<file path="config.mk">
export PLATFORM = sky130hd
export DESIGN_NAME = router_in_deser
export DESIGN_NICKNAME = d
export VERILOG_FILES = /design/src/rtl/router_in_deser.sv
export SDC_FILE = /design/constraint.sdc
export NUM_CORES = 1
export LEC_CHECK = 0
export ABC_CLOCK_PERIOD_IN_PS = 2600
export CORE_UTILIZATION = 46
export CTS_BUF_LIST = sky130_fd_sc_hd__clkbuf_4
export DETAILED_ROUTE_END_ITERATION = 16
export PLACE_DENSITY = 0.67
export SLEW_MARGIN = 20
export SYNTH_ARGS = -nofsm -noshare
export SYNTH_HDL_FRONTEND = slang
export SYNTH_SLANG_ARGS = --single-unit
</file>
<file path="constraint.sdc">
create_clock -name clock -period 2.6 [get_ports clock]
set_clock_uncertainty 0.15 [all_clocks]
set_input_delay 0.52 -clock clock [delete_from_list [all_inputs] [get_ports clock]]
set_output_delay 0.52 -clock clock [all_outputs]
set_load 0.005 [all_outputs]
</file>
<file path="src/rtl/router_in_deser.sv">
// router_in_deser: bit-serial to byte converter for one router source port.
// Decodes a 4-bit LSB-first destination, skips a fixed pad gap, then
// assembles LSB-first data bytes into a one-entry valid/ready output register.
module router_in_deser #(
  parameter int PAD_CYCLES = 5
) (
  input  logic       clock,
  input  logic       rst,
  input  logic       frame_n,
  input  logic       valid_n,
  input  logic       din,
  output logic       out_valid,
  input  logic       out_ready,
  output logic [7:0] out_data,
  output logic [3:0] out_dst,
  output logic       out_sop,
  output logic       out_eop,
  output logic       err_frame,
  output logic       overrun,
  output logic       busy
);

  localparam int PAD_W = (PAD_CYCLES > 1) ? $clog2(PAD_CYCLES) : 1;
  localparam logic [PAD_W-1:0] PAD_LAST = PAD_W'(PAD_CYCLES - 1);

  typedef enum logic [1:0] {IDLE, ADDR, PAD, DATA} state_t;

  state_t           state_q,     state_d;
  logic [3:0]       dst_q,       dst_d;
  logic [2:0]       bit_cnt_q,   bit_cnt_d;
  logic [PAD_W-1:0] pad_cnt_q,   pad_cnt_d;
  logic [6:0]       shreg_q,     shreg_d;
  logic             first_q,     first_d;
  logic             out_valid_q, out_valid_d;
  logic [7:0]       out_data_q,  out_data_d;
  logic [3:0]       out_dst_q,   out_dst_d;
  logic             out_sop_q,   out_sop_d;
  logic             out_eop_q,   out_eop_d;
  logic             err_q,       err_d;
  logic             overrun_q,   overrun_d;

  logic             byte_done;
  logic             load;

  // State and output registers; everything returns to zero/IDLE on reset.
  always_ff @(posedge clock) begin
    if (rst) begin
      state_q     <= IDLE;
      dst_q       <= '0;
      bit_cnt_q   <= '0;
      pad_cnt_q   <= '0;
      shreg_q     <= '0;
      first_q     <= 1'b0;
      out_valid_q <= 1'b0;
      out_data_q  <= '0;
      out_dst_q   <= '0;
      out_sop_q   <= 1'b0;
      out_eop_q   <= 1'b0;
      err_q       <= 1'b0;
      overrun_q   <= 1'b0;
    end else begin
      state_q     <= state_d;
      dst_q       <= dst_d;
      bit_cnt_q   <= bit_cnt_d;
      pad_cnt_q   <= pad_cnt_d;
      shreg_q     <= shreg_d;
      first_q     <= first_d;
      out_valid_q <= out_valid_d;
      out_data_q  <= out_data_d;
      out_dst_q   <= out_dst_d;
      out_sop_q   <= out_sop_d;
      out_eop_q   <= out_eop_d;
      err_q       <= err_d;
      overrun_q   <= overrun_d;
    end
  end

  // Protocol decode FSM plus the one-entry output buffer next-state logic.
  always_comb begin
    state_d     = state_q;
    dst_d       = dst_q;
    bit_cnt_d   = bit_cnt_q;
    pad_cnt_d   = pad_cnt_q;
    shreg_d     = shreg_q;
    first_d     = first_q;
    out_valid_d = out_valid_q;
    out_data_d  = out_data_q;
    out_dst_d   = out_dst_q;
    out_sop_d   = out_sop_q;
    out_eop_d   = out_eop_q;
    err_d       = 1'b0;
    overrun_d   = overrun_q;
    byte_done   = 1'b0;
    load        = 1'b0;

    case (state_q)
      IDLE: begin
        if (!frame_n) begin
          dst_d     = {3'b000, din};
          bit_cnt_d = 3'd1;
          state_d   = ADDR;
        end
      end
      ADDR: begin
        if (frame_n) begin
          err_d   = 1'b1;
          state_d = IDLE;
        end else begin
          dst_d[bit_cnt_q[1:0]] = din;
          if (bit_cnt_q == 3'd3) begin
            pad_cnt_d = '0;
            state_d   = PAD;
          end else begin
            bit_cnt_d = bit_cnt_q + 3'd1;
          end
        end
      end
      PAD: begin
        if (frame_n) begin
          err_d   = 1'b1;
          state_d = IDLE;
        end else if (pad_cnt_q == PAD_LAST) begin
          bit_cnt_d = 3'd0;
          first_d   = 1'b1;
          state_d   = DATA;
        end else begin
          pad_cnt_d = pad_cnt_q + PAD_W'(1);
        end
      end
      DATA: begin
        if (!valid_n) begin
          // LSB-first: shifting right leaves bit 0 at shreg_q[0] after 7 bits.
          shreg_d   = {din, shreg_q[6:1]};
          bit_cnt_d = bit_cnt_q + 3'd1;
          if (bit_cnt_q == 3'd7) begin
            byte_done = 1'b1;
            first_d   = 1'b0;
            if (frame_n) state_d = IDLE;
          end else if (frame_n) begin
            err_d   = 1'b1;
            state_d = IDLE;
          end
        end else if (frame_n) begin
          err_d   = 1'b1;
          state_d = IDLE;
        end
      end
      default: state_d = IDLE;
    endcase

    // A finished byte may enter only an empty slot or one draining this cycle.
    load = byte_done && (!out_valid_q || out_ready);
    if (load) begin
      out_valid_d = 1'b1;
      out_data_d  = {din, shreg_q};
      out_dst_d   = dst_q;
      out_sop_d   = first_q;
      out_eop_d   = frame_n;
    end else begin
      if (byte_done) overrun_d = 1'b1;
      if (out_valid_q && out_ready) out_valid_d = 1'b0;
    end
  end

  assign out_valid = out_valid_q;
  assign out_data  = out_data_q;
  assign out_dst   = out_dst_q;
  assign out_sop   = out_sop_q;
  assign out_eop   = out_eop_q;
  assign err_frame = err_q;
  assign overrun   = overrun_q;
  assign busy      = (state_q != IDLE);

endmodule

</file>
# ---- Yosys cells after proc, flatten, opt, wreduce, memory -nomap -nowiden
# Cells that the tools add are included.
dict set report classes {
  add_sub_neg 2
  magnitude_cmp 2
  n_eq_ne 18
  n_mux 39
  bitwise 2
  reduce_logical 19
}
# cell count
set ops {}
lappend ops {{3-bit two-way mux} 10}
lappend ops {{2-bit inequality test (second input constant)} 10}
lappend ops {{1-bit two-way mux} 13}
lappend ops {{2-bit two-way mux} 6}
lappend ops {{3-bit case mux with 4 select lines} 1}
lappend ops {{5-bit AND reduction} 2}
lappend ops {{2-bit nonzero test} 5}
lappend ops {{4-bit two-way mux} 2}
lappend ops {{2-bit case mux with 4 select lines} 1}
lappend ops {{4-bit case mux with 2 select lines} 1}
lappend ops {{3-bit by 1-bit adder with 3-bit output (second input constant)} 2}
lappend ops {{3-bit == test (second input constant)} 2}
lappend ops {{3-bit inequality test (second input constant)} 2}
lappend ops {{3-bit case mux with 2 select lines} 1}
lappend ops {{6-bit AND reduction} 1}
lappend ops {{4-bit bitwise mux} 1}
lappend ops {{2-bit == test (second input constant)} 2}
lappend ops {{1-bit case mux with 2 select lines} 2}
lappend ops {{2-bit AND reduction} 2}
lappend ops {{4-bit AND reduction} 1}
lappend ops {{3-bit by 2-bit == test with 1-bit output (second input constant)} 1}
lappend ops {{1-bit logical AND} 3}
lappend ops {{2-bit by 3-bit less-than comparator with 1-bit output (second input constant)} 1}
lappend ops {{3-bit AND reduction} 1}
lappend ops {{8 further kinds} 9}
dict set report totals {
  ff_bits 37
  inputBits 6
  output_inout_bits 18
}

# ---- Logic depth before layout (Yosys ltp)
dict set report logic_depth {
  ltp_word 7
  mapped_depth 7
  mapped_depth_nobuf 5
}

# ---- Worst setup path after synthesis
# OpenSTA, ideal clock, no wires.
dict set report synth_timing {
  kind {reg-to-reg}
  start {register bit_cnt_q[0]}
  end {register state_q[0]}
  setup_ps 123
  arrival_time_ps 1499
  slack_ps 828
  stages_incl_launch_ff 6
  path_buffers 0
  path_cell_list {dfxtp_1 > ha_1 > ha_1 > nand2b_1 > a32oi_2 > mux2_1}
}
dict set report synth_via {
  elab_chain_len 3
}
# element line_no
set synth_rtl {}
lappend synth_rtl {{start: declaration} 30} ;# logic [2:0] bit_cnt_q, bit_cnt_d;
lappend synth_rtl {{start signal: assignment} 64} ;# bit_cnt_q <= bit_cnt_d;
lappend synth_rtl {{3-bit by 2-bit == test with 1-bit output} 110} ;# if (bit_cnt_q == 3'd3) begin
lappend synth_rtl {{3-bit inequality test (no line)} -}
lappend synth_rtl {{4-bit AND reduction (no line)} -}
lappend synth_rtl {{end signal: assignment} 62} ;# state_q <= state_d;
lappend synth_rtl {{end: declaration} 28} ;# state_t state_q, state_d;
# Every way passes these cells.
# A chain may end at the register's enable or synchronous reset.

# ---- Worst setup path in the final report
dict set report layout_timing {
  start {register state_q[1]}
  end {output busy}
}
dict set report layout_via {
  elab_chain_len 1
}
# element line_no
set layout_rtl {}
lappend layout_rtl {{2-bit nonzero test} 172} ;# assign busy = (state_q != IDLE);
lappend layout_rtl {{end: declaration} 20} ;# output logic busy
# Every way passes these cells.

==> out/summary.txt <==
status = complete, no violations
dpl ws = 346.7 ps
HPWL Detailed = 2689 um
Post-Route WL = 3768 um
max-cap viol count = 0
pwr dens = 578.8 nW/um^2
port bufs = 23
CP max FO = 7
htree depth = 2
Initial Util = 48.45%
Synth top cells by count = dfxtp_1, a21oi_1, nand2_1
top_reg_cell synth = dfxtp_1
top cells by area, synth = dfxtp_1, ha_1, a21oi_1
CTS clk-pin slew, worst paths = 120 ps
Final Cycle Share = 91.96%
Final nets = 250
global-route wire length before repair = 6430 um
chip height = 64.56 um
Synth cell types = 40
CTS tree = yes
layout cells sized above 1 = 5.628%
Detailed Routing Iterations Pass 1 = 4
Rel. slew slack = 43.82%
Overflow after GRT = 0
Leakage = 0.7655 nW
CTS sink cnt = 37
Die Area = 4168 sq um
post-synthesis cell count = 211
Setup TNS = 0 ps
RD Place Congestion = 0.7715
max-slew violations = 0
# Post-CTS Setup Buffers = 0
CP endpoint kind = output pin
Clock Tree Buf Depth = 2
total track usage = 19.82%
Die Span X = 64.56 um
Yosys warning count = 0
root buf cell = clkbuf_4
PnR worst setup slack = 209.1 ps
diode count = 0
post-synthesis sequential area ratio = 41.14%
worst hold path type = reg2reg
VDD IR max = 320.7 uV
Hold Vio Cnt, Final = 0
Crit Path Category = reg2out
initial antenna violation count = 0
CP required = 1930 ps
number of enable flip-flop cells after synthesis = 0
residual DRC count = 0
cts bufs inserted = 5
post-synth top area share = 41.14%
Cell Rows = 22
synthesis-to-layout area growth = 18.97%
vias per std cell = 5.577
pin count of the biggest net entering global routing = 36
final core utilization = 57.64%
unrepaired setup endpoints after global routing = no
Worst Path Arrival = 1720 ps
Setup violations, final = 0
antenna-violating nets left = 0
DR vias = 1556
Mapped Nets = 231
syn_area_per_cell = 8.533 sq um
Async SR Flop Fraction = 0%
synthesized area = 1800 sq um
hold_buf cts = 0
post_cts resized = 0
Core ar. = 3716 sq um
fillers = 346
register bit total from synthesis = 37
Max Clk Rate = 0.4182 GHz
initial DRC count = 96
I/O Pins = 24
Slew @ Worst Pin = 840.9 ps
Worst setup SP type = register
clk_lat worst skew = 340 ps
Final Critical Period = 2391 ps
Avg WL per Cell = 13.51 um
Synth area leader = dfxtp_1
most frequent cell after synthesis = dfxtp_1
vias in the first global route = 1443
## worst paths after layout
kind         slack (ps)  cells past startpoint        from          to
max                 210                      4  state_q[1]        busy
min                 320                      2  shreg_q[5]  shreg_q[4]
min reg2reg         320                      2  shreg_q[5]  shreg_q[4]
max reg2reg         590                      4  state_q[1]     out_eop
## placed cells by master, fill, tap and decap left out, types with 2 or more instances in the layout
master and count:
a21oi_1 29, bufinv_16 2, nand2_1 21, nor2b_1 6
clkdlybuf4s50_1 23, clkbuf_4 5, nor2_1 7, ha_1 14
inv_1 9, o21ai_0 19, dfxtp_1 36, nand2b_1 8
a211o_1 2, nand4_1 3, mux2i_1 4, a32o_1 2
nand3_1 16
## critical path, stage by stage, from the launching register on
cell             delay (ps)
dfxtp_2                 410
inv_1                   120
ha_1                    220
inv_1                   110
clkdlybuf4s50_1         510
## per-layer routing
metal / part of all wire (%) / vias to the layer above / global-route usage (%)
met5: 0 / - / 0
met4: 1.2 / 0 / 6.667
met3: 3.5 / 6 / 4.754
met2: 51 / 36 / 35.39
met1: 44 / 731 / 22.96
li1: - / 783 / -
## final cells by class
cell class	count	area [sq um]	share of cell area [%]
clock buffers	5	37.54	1.752
clock inverters	3	65.06	3.037
inverters	10	37.54	1.752
multi-input cells	152	962.2	44.92
flip-flops and latches	37	742.0	34.64
well taps	48	60.06	2.804
repair buffers	24	237.7	11.10
## logic make-up after synthesis
group                      count (synthesis)  synth area share [%]
DFF                                       37                 41.14
muxes                                      5                 2.849
and+or+nand+nor                           69                 19.32
AOI/OAI and AO/OA                         64                 21.54
adders and majority gates                 14                 9.729
buffers and inverters                     22                 5.420
## per-stage QoR
stage	power [mW]	instances	area (sq um)	hold WS [ps]
final	1.240	279	2142	316.7
after global routing	1.296	279	2142	346.5
after CTS	1.249	279	2141	323.0
after detailed placement	0.7632	271	2038	310.8
after global placement	0.7562	271	2038	296.6
after floorplan	0.7135	211	1800	286.6
## state kept, by name (all words and copies together) (netlist names)
register and cells:
overrun 1, out_data 8, out_sop 1, pad_cnt_q 3
first_q 1, out_eop 1, err_frame 1, shreg_q 7
bit_cnt_q 3, state_q 2, out_dst 4, out_valid 1
dst_q 4
## power by group
group	internal (mW)	switching, mW
logic	0.0713	0.0927
registers	0.577	0.00981
clock network	0.298	0.191
(Power assumes the default switching activity.)
